File: config.mk
export PLATFORM = sky130hd
export DESIGN_NAME = ssd_reader
export DESIGN_NICKNAME = d
export VERILOG_FILES = /design/src/rtl/ssd_reader.sv
export SDC_FILE = /design/constraint.sdc
export NUM_CORES = 1
export LEC_CHECK = 0
export BUFFER_PORTS_ARGS = -buffer_cell sky130_fd_sc_hd__buf_4
export CAP_MARGIN = 0
export CORE_MARGIN = 10
export CORE_UTILIZATION = 28
export DETAILED_ROUTE_END_ITERATION = 8
export GPL_TIMING_DRIVEN = 0
export SLEW_MARGIN = 20
export SYNTH_ARGS = -nofsm -noshare
export SYNTH_HDL_FRONTEND = slang
export SYNTH_SLANG_ARGS = --single-unit
File: constraint.sdc
create_clock -name clk -period 2 [get_ports clk]
set_input_delay 0 -clock clk [delete_from_list [all_inputs] [get_ports clk]]
set_output_delay 0 -clock clk [all_outputs]
set_load 0.03 [all_outputs]
File: src/rtl/ssd_reader.sv
// Reads an asynchronous active-low 7-segment pattern, debounces it, and hands
// decoded BCD digits to a consumer through a one-deep valid/ready holding stage.
module ssd_reader #(
    parameter int unsigned STABLE_CYCLES = 4
) (
    input  logic       clk,
    input  logic       rst,
    input  logic [6:0] seg_in,
    input  logic       out_ready,
    input  logic       ovr_clr,
    output logic       out_valid,
    output logic [3:0] out_digit,
    output logic       out_err,
    output logic       overrun
);

    localparam int unsigned SEG_W = 7;
    localparam int unsigned CNT_W = 8;
    localparam int unsigned DIG_W = 4;
    localparam logic [CNT_W-1:0] CNT_LAST = CNT_W'(STABLE_CYCLES - 1);
    localparam logic [CNT_W-1:0] CNT_MAX  = CNT_W'(STABLE_CYCLES);
    localparam logic [SEG_W-1:0] SEG_IDLE = '1;

    typedef enum logic {EMPTY, FULL} state_t;

    state_t           state, state_nxt;
    logic [SEG_W-1:0] s1, s2, sq, last_pat;
    logic [CNT_W-1:0] cnt;
    logic             first_flag;
    logic             capture_c;
    logic             load_c;
    logic             ovr_set_c;
    logic [DIG_W-1:0] dec_digit_c;
    logic             dec_err_c;

    // Two-flop synchroniser plus one delayed copy for stability comparison
    always_ff @(posedge clk or posedge rst) begin
        if (rst) begin
            s1 <= SEG_IDLE;
            s2 <= SEG_IDLE;
            sq <= SEG_IDLE;
        end else begin
            s1 <= seg_in;
            s2 <= s1;
            sq <= s2;
        end
    end

    // Stability counter saturates so a held pattern never re-triggers
    always_ff @(posedge clk or posedge rst) begin
        if (rst) begin
            cnt <= '0;
        end else if (s2 != sq) begin
            cnt <= '0;
        end else if (cnt < CNT_MAX) begin
            cnt <= cnt + CNT_W'(1);
        end
    end

    assign capture_c = (s2 == sq) && (cnt == CNT_LAST) && (first_flag || (s2 != last_pat));

    always_ff @(posedge clk or posedge rst) begin
        if (rst) begin
            last_pat   <= SEG_IDLE;
            first_flag <= 1'b1;
        end else if (capture_c) begin
            last_pat   <= s2;
            first_flag <= 1'b0;
        end
    end

    always_comb begin
        dec_digit_c = 4'hF;
        dec_err_c   = 1'b0;
        case (s2)
            7'b0000010: dec_digit_c = 4'd0;
            7'b1000000: dec_digit_c = 4'd1;
            7'b1111111: dec_digit_c = 4'd2;
            7'b0000000: dec_digit_c = 4'd3;
            7'b0000110: dec_digit_c = 4'd4;
            7'b1111001: dec_digit_c = 4'd5;
            7'b0001000: dec_digit_c = 4'd6;
            7'b1000001: dec_digit_c = 4'd7;
            7'b0001111: dec_digit_c = 4'd8;
            7'b1010101: dec_digit_c = 4'd9;
            default:    dec_err_c   = 1'b1;
        endcase
    end

    always_ff @(posedge clk or posedge rst) begin
        if (rst) begin
            state <= EMPTY;
        end else begin
            state <= state_nxt;
        end
    end

    // A capture while full is only taken if the old result leaves this cycle
    always_comb begin
        state_nxt = state;
        load_c    = 1'b0;
        ovr_set_c = 1'b0;
        case (state)
            EMPTY: begin
                if (capture_c) begin
                    state_nxt = FULL;
                    load_c    = 1'b1;
                end
            end
            FULL: begin
                if (capture_c && out_ready) begin
                    load_c = 1'b1;
                end else if (capture_c) begin
                    ovr_set_c = 1'b1;
                end else if (out_ready) begin
                    state_nxt = EMPTY;
                end
            end
            default: state_nxt = EMPTY;
        endcase
    end

    always_ff @(posedge clk or posedge rst) begin
        if (rst) begin
            out_digit <= '0;
            out_err   <= 1'b0;
            overrun   <= 1'b0;
        end else begin
            if (load_c) begin
                out_digit <= dec_digit_c;
                out_err   <= dec_err_c;
            end
            if (ovr_set_c) begin
                overrun <= 1'b1;
            end else if (ovr_clr) begin
                overrun <= 1'b0;
            end
        end
    end

    assign out_valid = (state == FULL);

endmodule

==> After elaboration in Yosys (flattened, before gate mapping) <==
Index checks and enable logic that the tools add are counted.
{ "totals": {"reg_bits": 44, "in_bits": 11, "out_inout_bits": 7, "wordCells": 49} }
{ "classes": {"n_addsub": 1, "magnitude_cmp": 1, "n_eq_ne": 13, "n_mux": 15, "bitwise_logic": 1, "n_reduce_logical": 8} }
{ "ops": {"columns": ["operator", "count"], "rows": [
  ["$pmux 4 s10", 1],
  ["$eq 7x7->1 const B", 5],
  ["$mux 8", 2],
  ["$eq 7x4->1 const B", 2],
  ["$ne 7x7->1", 2],
  ["$mux 1", 10],
  ["$reduce_or 10->1", 1],
  ["$add 8x1->8 const B", 1],
  ["$eq 8x2->1 const B", 1],
  ["$lt 8x3->1 const B", 1],
  ["$eq 7x2->1 const B", 1],
  ["$eq 7x3->1 const B", 1],
  ["$eq 7x7->1", 1],
  ["$logic_not 7->1", 1],
  ["$pmux 1 s2", 2],
  ["$reduce_bool 2->1", 2],
  ["$logic_and 1x1->1", 3],
  ["$logic_or 1x1->1", 1],
  ["$not 1->1", 1]
]} }

==> Depth between registers and ports, before layout <==
{ "depth": {"ltp_word": 7, "mapped_depth": 6, "mapped_depth_nobuf": 5} }

==> Worst setup path before layout <==
Ideal clock, no wire load.
{ "synth_path": {"path_kind": "reg2reg", "startpoint": "register s2[1]", "endpoint": "register out_digit[1]", "setup_ps": 125, "t_arrival_ps": 1707, "required_ps": 1875, "setup_slack_ps": 168, "stages_incl_launch_ff": 7, "path_buffers": 1, "period_less_slack_ps": 1832, "path_cell_list": "dfstp_2 > clkbuf_1 > xor2_1 > or3_1 > nand3_1 > o311ai_0 > mux2_2"} }
{ "synth_via": {"elab_chain_len": 6, "elab_cells_between_ends": 20} }
{ "synth_rtl": {"columns": ["item", "line", "rtl"], "rows": [
  ["start: declaration", "27", "logic [SEG_W-1:0] s1, s2, sq, last_pat;"],
  ["start signal: assignment", "40", "s2 <= SEG_IDLE;"],
  ["start signal: assignment", "44", "s2 <= s1;"],
  ["$eq 7x7->1 / $ne 7x7->1 (equally long branches)", "60", "assign capture_c = (s2 == sq) && (cnt == CNT_LAST) && (first_flag || (s2 != last_pat));"],
  ["$logic_and 1x1->1 / $logic_or 1x1->1 (equally long branches)", "60", null],
  ["$logic_and 1x1->1", "60", null],
  ["$logic_and 1x1->1", "111", "if (capture_c && out_ready) begin"],
  ["$mux 1", "111", null],
  ["$pmux 1 s2", "103", "case (state)"],
  ["end signal: assignment", "130", "out_digit <= dec_digit_c;"],
  ["end: declaration", "12", "output logic [3:0] out_digit,"]
]} }
Several ways; a longest one is shown, not always the timed one.
A chain may end at the register's enable or synchronous reset.

==> Worst setup path after layout <==
{ "layout_path": {"startpoint": "register s2[5]", "endpoint": "register out_digit[0]"} }
The elaborated chain is that of the path after synthesis.

==> qor.csv <==
stage,metric,value,unit
run_status,outcome,"complete, no violations",
floorplan,io pins,18,
floorplan,Initial Util,29.0,%
synth,Yosys top cell by area,dfstp_2,
floorplan,Die Ht,101,um
pwr,Tot Pwr,1.59,mW
drt,DR WL met3,129,um
place,Post-DP HPWL,2.13,mm
drt,drt via density,4.33,
pwr,static leakage power,1.03,nW
pwr,Sw Share,22.2,%
critical_path,"CP delay by family, top",flip-flops,
timing,setup_tns,0,ps
synth,Adder-Cell Fraction of Synth Area,0.680,%
timing,Slew @ Worst Pin,394,ps
global_routing,GRT overflow,0,
critical_path,crit path launch type,flip-flop,
place,Placed Area,2080,um2
drt,DR top layer,met4,
drt,per-cell routed wire length,12.1,um
cells_and_area,area of the multi-input gates,656,um2
synth,syn_area_per_cell,13.2,um2
timing,RSZ-0062 raised after global routing,no,
drt,Remaining DRCs,0,
clock_network,H-tree level count,2,
drt,routed wl met2,1.49,mm
synth,Synth Area in XOR/XNOR,7.61,%
synth,area fraction in compound gates after synthesis,4.28,%
synth,Commonest cells post-synth,"29 x dfstp_2, 15 x dfrtp_1, 12 x mux2_2, 11 x xor2_1, 8 x nor2_1",
cells_and_area,"Design Area, Final",2310,um2
cells_and_area,"Core Util, Final",36.3,%
synth,Post-synth EDFFs,0,
floorplan,cell row count,29,
cells_and_area,layout cell share with drive strength beyond 1,45.2,%
timing,Final Hold Vio Count,0,
floorplan,Core ar.,6350,um2
clock_network,CTS tree,done,
global_routing,Tot GR Track Use,6.65,%
critical_path,"Critical Path, Cell by Cell","buf_4, xor2_1, nor4_1, a211oi_2, nand3_4, mux2_2",
drt,DRT antenna net count,0,
critical_path,critical path endpoint category,flip-flop,
floorplan,Die Area,10200,um2
global_routing,vias in the first global route,1182,
critical_path,required time of the critical path,2190,ps
synth,mux cell area share after synthesis,7.89,%
drt,total vias in the final route,1099,
pwr,VDD IR max,327,uV
timing,fmax,530,MHz
synth,Post-Syn Area,1840,um2
global_routing,largest net degree at the start of global routing,31,
clock_network,worst-skew pair later-pin latency,300,ps
drt,initial DRC count,62,
drt,Pre-antenna DRT Iters,4,
clock_network,cts bufs inserted,5,
synth,Synth async-reset ratio,100,%
critical_path,CP max stage delay,530,ps
synth,sequential fraction of the synthesis area,61.8,%
pwr,Comb power frac,7.9,%
timing,fin crit share,94.3,%
clock_network,clock tree sinks,44,
clock_network,Worst-path clk slew,80,ps
place,GP Congestion,0.784,
timing,Max transition margin,73.7,%
synth,top post-synthesis cells by area,"dfstp_2 41%, dfrtp_1 20%, mux2_2 7.3%",
place,Placed Cells,234,
clock_network,CTS max path bufs,2,
critical_path,CP arrival,2080,ps
synth,Synth top area share,41.4,%
global_routing,initial antenna violation count,0,
cells_and_area,Nets,188,
cells_and_area,# diodes,0,
synth,synthesis-stage register bit count,44,
critical_path,Critical Path Fanout Max,8,
synth,dominant synthesized flop cell,dfstp_2,
job,max cap viols,0,
synth,largest family of logic cells by synthesized area,simple AND/OR/NAND/NOR gates,
synth,Netlist cell types,37,
cells_and_area,FILL cells,621,
critical_path,critical path's slowest cell,dfstp_2,
cells_and_area,register area,1140,um2
synth,Synth Instances,139,
critical_path,crit path buf inv count,1,
drt,Routed WL,3.07,mm
pwr,Reg power frac,59.2,%
pwr,Cell Pwr Density,689,nW/um2
cells_and_area,P&R area growth vs syn,25.4,%
critical_path,critical path class,flip-flop to flip-flop,
cells_and_area,final cell count without fillers,254,
drt,met1 wire length,1.39,mm
synth,synth warn,0,
timing,# setup viols final,0,
clock_network,clock root buffer,clkbuf_8,
place,PortBufs,17,
hold_path,Worst Hold Class,input port to flip-flop,
timing,"Slew Viols, Final",0,
timing,min Tclk post-route,1890,ps
global_routing,global-route wire length before repair,5.38,mm
synth,post-synth net total,151,
floorplan,die width,101,um
pwr,Psw,0.353,mW
pwr,Internal,1.24,mW
pwr,Clk pwr share,32.9,%
timing,Setup Skew,12.6,ps
synth,Post-Synth Simple-Gate Area,14.2,%
synth,"count leader, synth",dfstp_2,
-- stage by stage --
step                hold slack (ps)  worst slack, ps
floorplan                      4.48              168
global placement                109             -172
detailed placement              109             -181
CTS                            26.0             19.9
global route                   79.9             13.5
finish                         70.8              114
-- cell type report --
| type | instances | area share [%] |
|---|---|---|
| Sequential cell | 44 | 49.3 |
| Multi-Input combinational cell | 84 | 28.4 |
| Timing Repair Buffer | 30 | 11.3 |
| Tap cell | 77 | 4.18 |
| Clock buffer | 7 | 3.31 |
| Buffer | 7 | 2.66 |
| Inverter | 4 | 0.651 |
| Clock inverter | 1 | 0.217 |
-- cells by family after synthesis --
group           count (synthesis)
buf+inv                        11
xor+xnor                       16
mux                            13
compound gates                 11
flops                          44
fa+ha+maj                       1
simple gates                   43
-- layer usage --
layer / track usage, % / vias to the layer above
met5: 0 / -
met4: 3.54 / 0
met3: 2.67 / 9
met2: 10.8 / 13
met1: 7.22 / 531
li1: - / 546
-- power by group through the flow --
stage	Combinational [mW]	Clock, mW	Sequential, mW
detailed placement	0.110	0	0.956
CTS	0.125	0.553	0.941
global route	0.141	0.594	0.944
global placement	0.105	0	0.955
finish	0.126	0.524	0.941
floorplan	0.0741	0	0.953
-- registers in the layout, indices dropped and copies added, names as in the netlist --
name        flops
sq              7
cnt             8
last_pat        7
s1              7
out_digit       4
overrun         1
s2              7
out_err         1
first_flag      1
out_valid       1
-- timing repair --
| action | in CTS | in global routing |
|---|---|---|
| hold buffers | 9 | 0 |
| buffers inserted | 2 | 1 |
| endpoints found under the hold margin | 37 | 0 |
| setup endpoints to repair | 13 | 12 |
| pin swaps | 1 | 2 |
| gates resized for setup | 1 | 8 |
-- worst register-to-register path: cells and delay by family (launching register included) --
kind                   cells  cell delay (ps)
AO/OA/AOI/OAI              1              180
XOR/XNOR                   1               70
buffers and inverters      1              150
flip-flops                 1              530
multiplexers               1              350
AND/OR/NAND/NOR            2              500
-- placed cells by master (no fill, tap or decap), drive strengths merged, types with 3 or more instances in the layout --
cell type	instances
dfstp	29
buf	27
dfrtp	15
mux2	12
xor2	11
dlygate4sd3	9
nor2	8
clkbuf	8
and2	7
xnor2	5
nand2	5
nand3	5
inv	4
nor4	4
nand2b	3
or3	3
-- path summary, 6_finish.rpt --
kind	from	to	slack, ps	cells after the start
max	s2[5]	out_digit[0]	110	6
min	out_ready	out_valid	70	3
max reg2reg	s2[5]	out_digit[0]	110	6
min reg2reg	s1[3]	s2[3]	360	0
max in group asynchronous	rst	last_pat[2]	1230	4
min in group asynchronous	rst	last_pat[3]	490	3
Note: power is estimated with default switching activity, not from simulation.
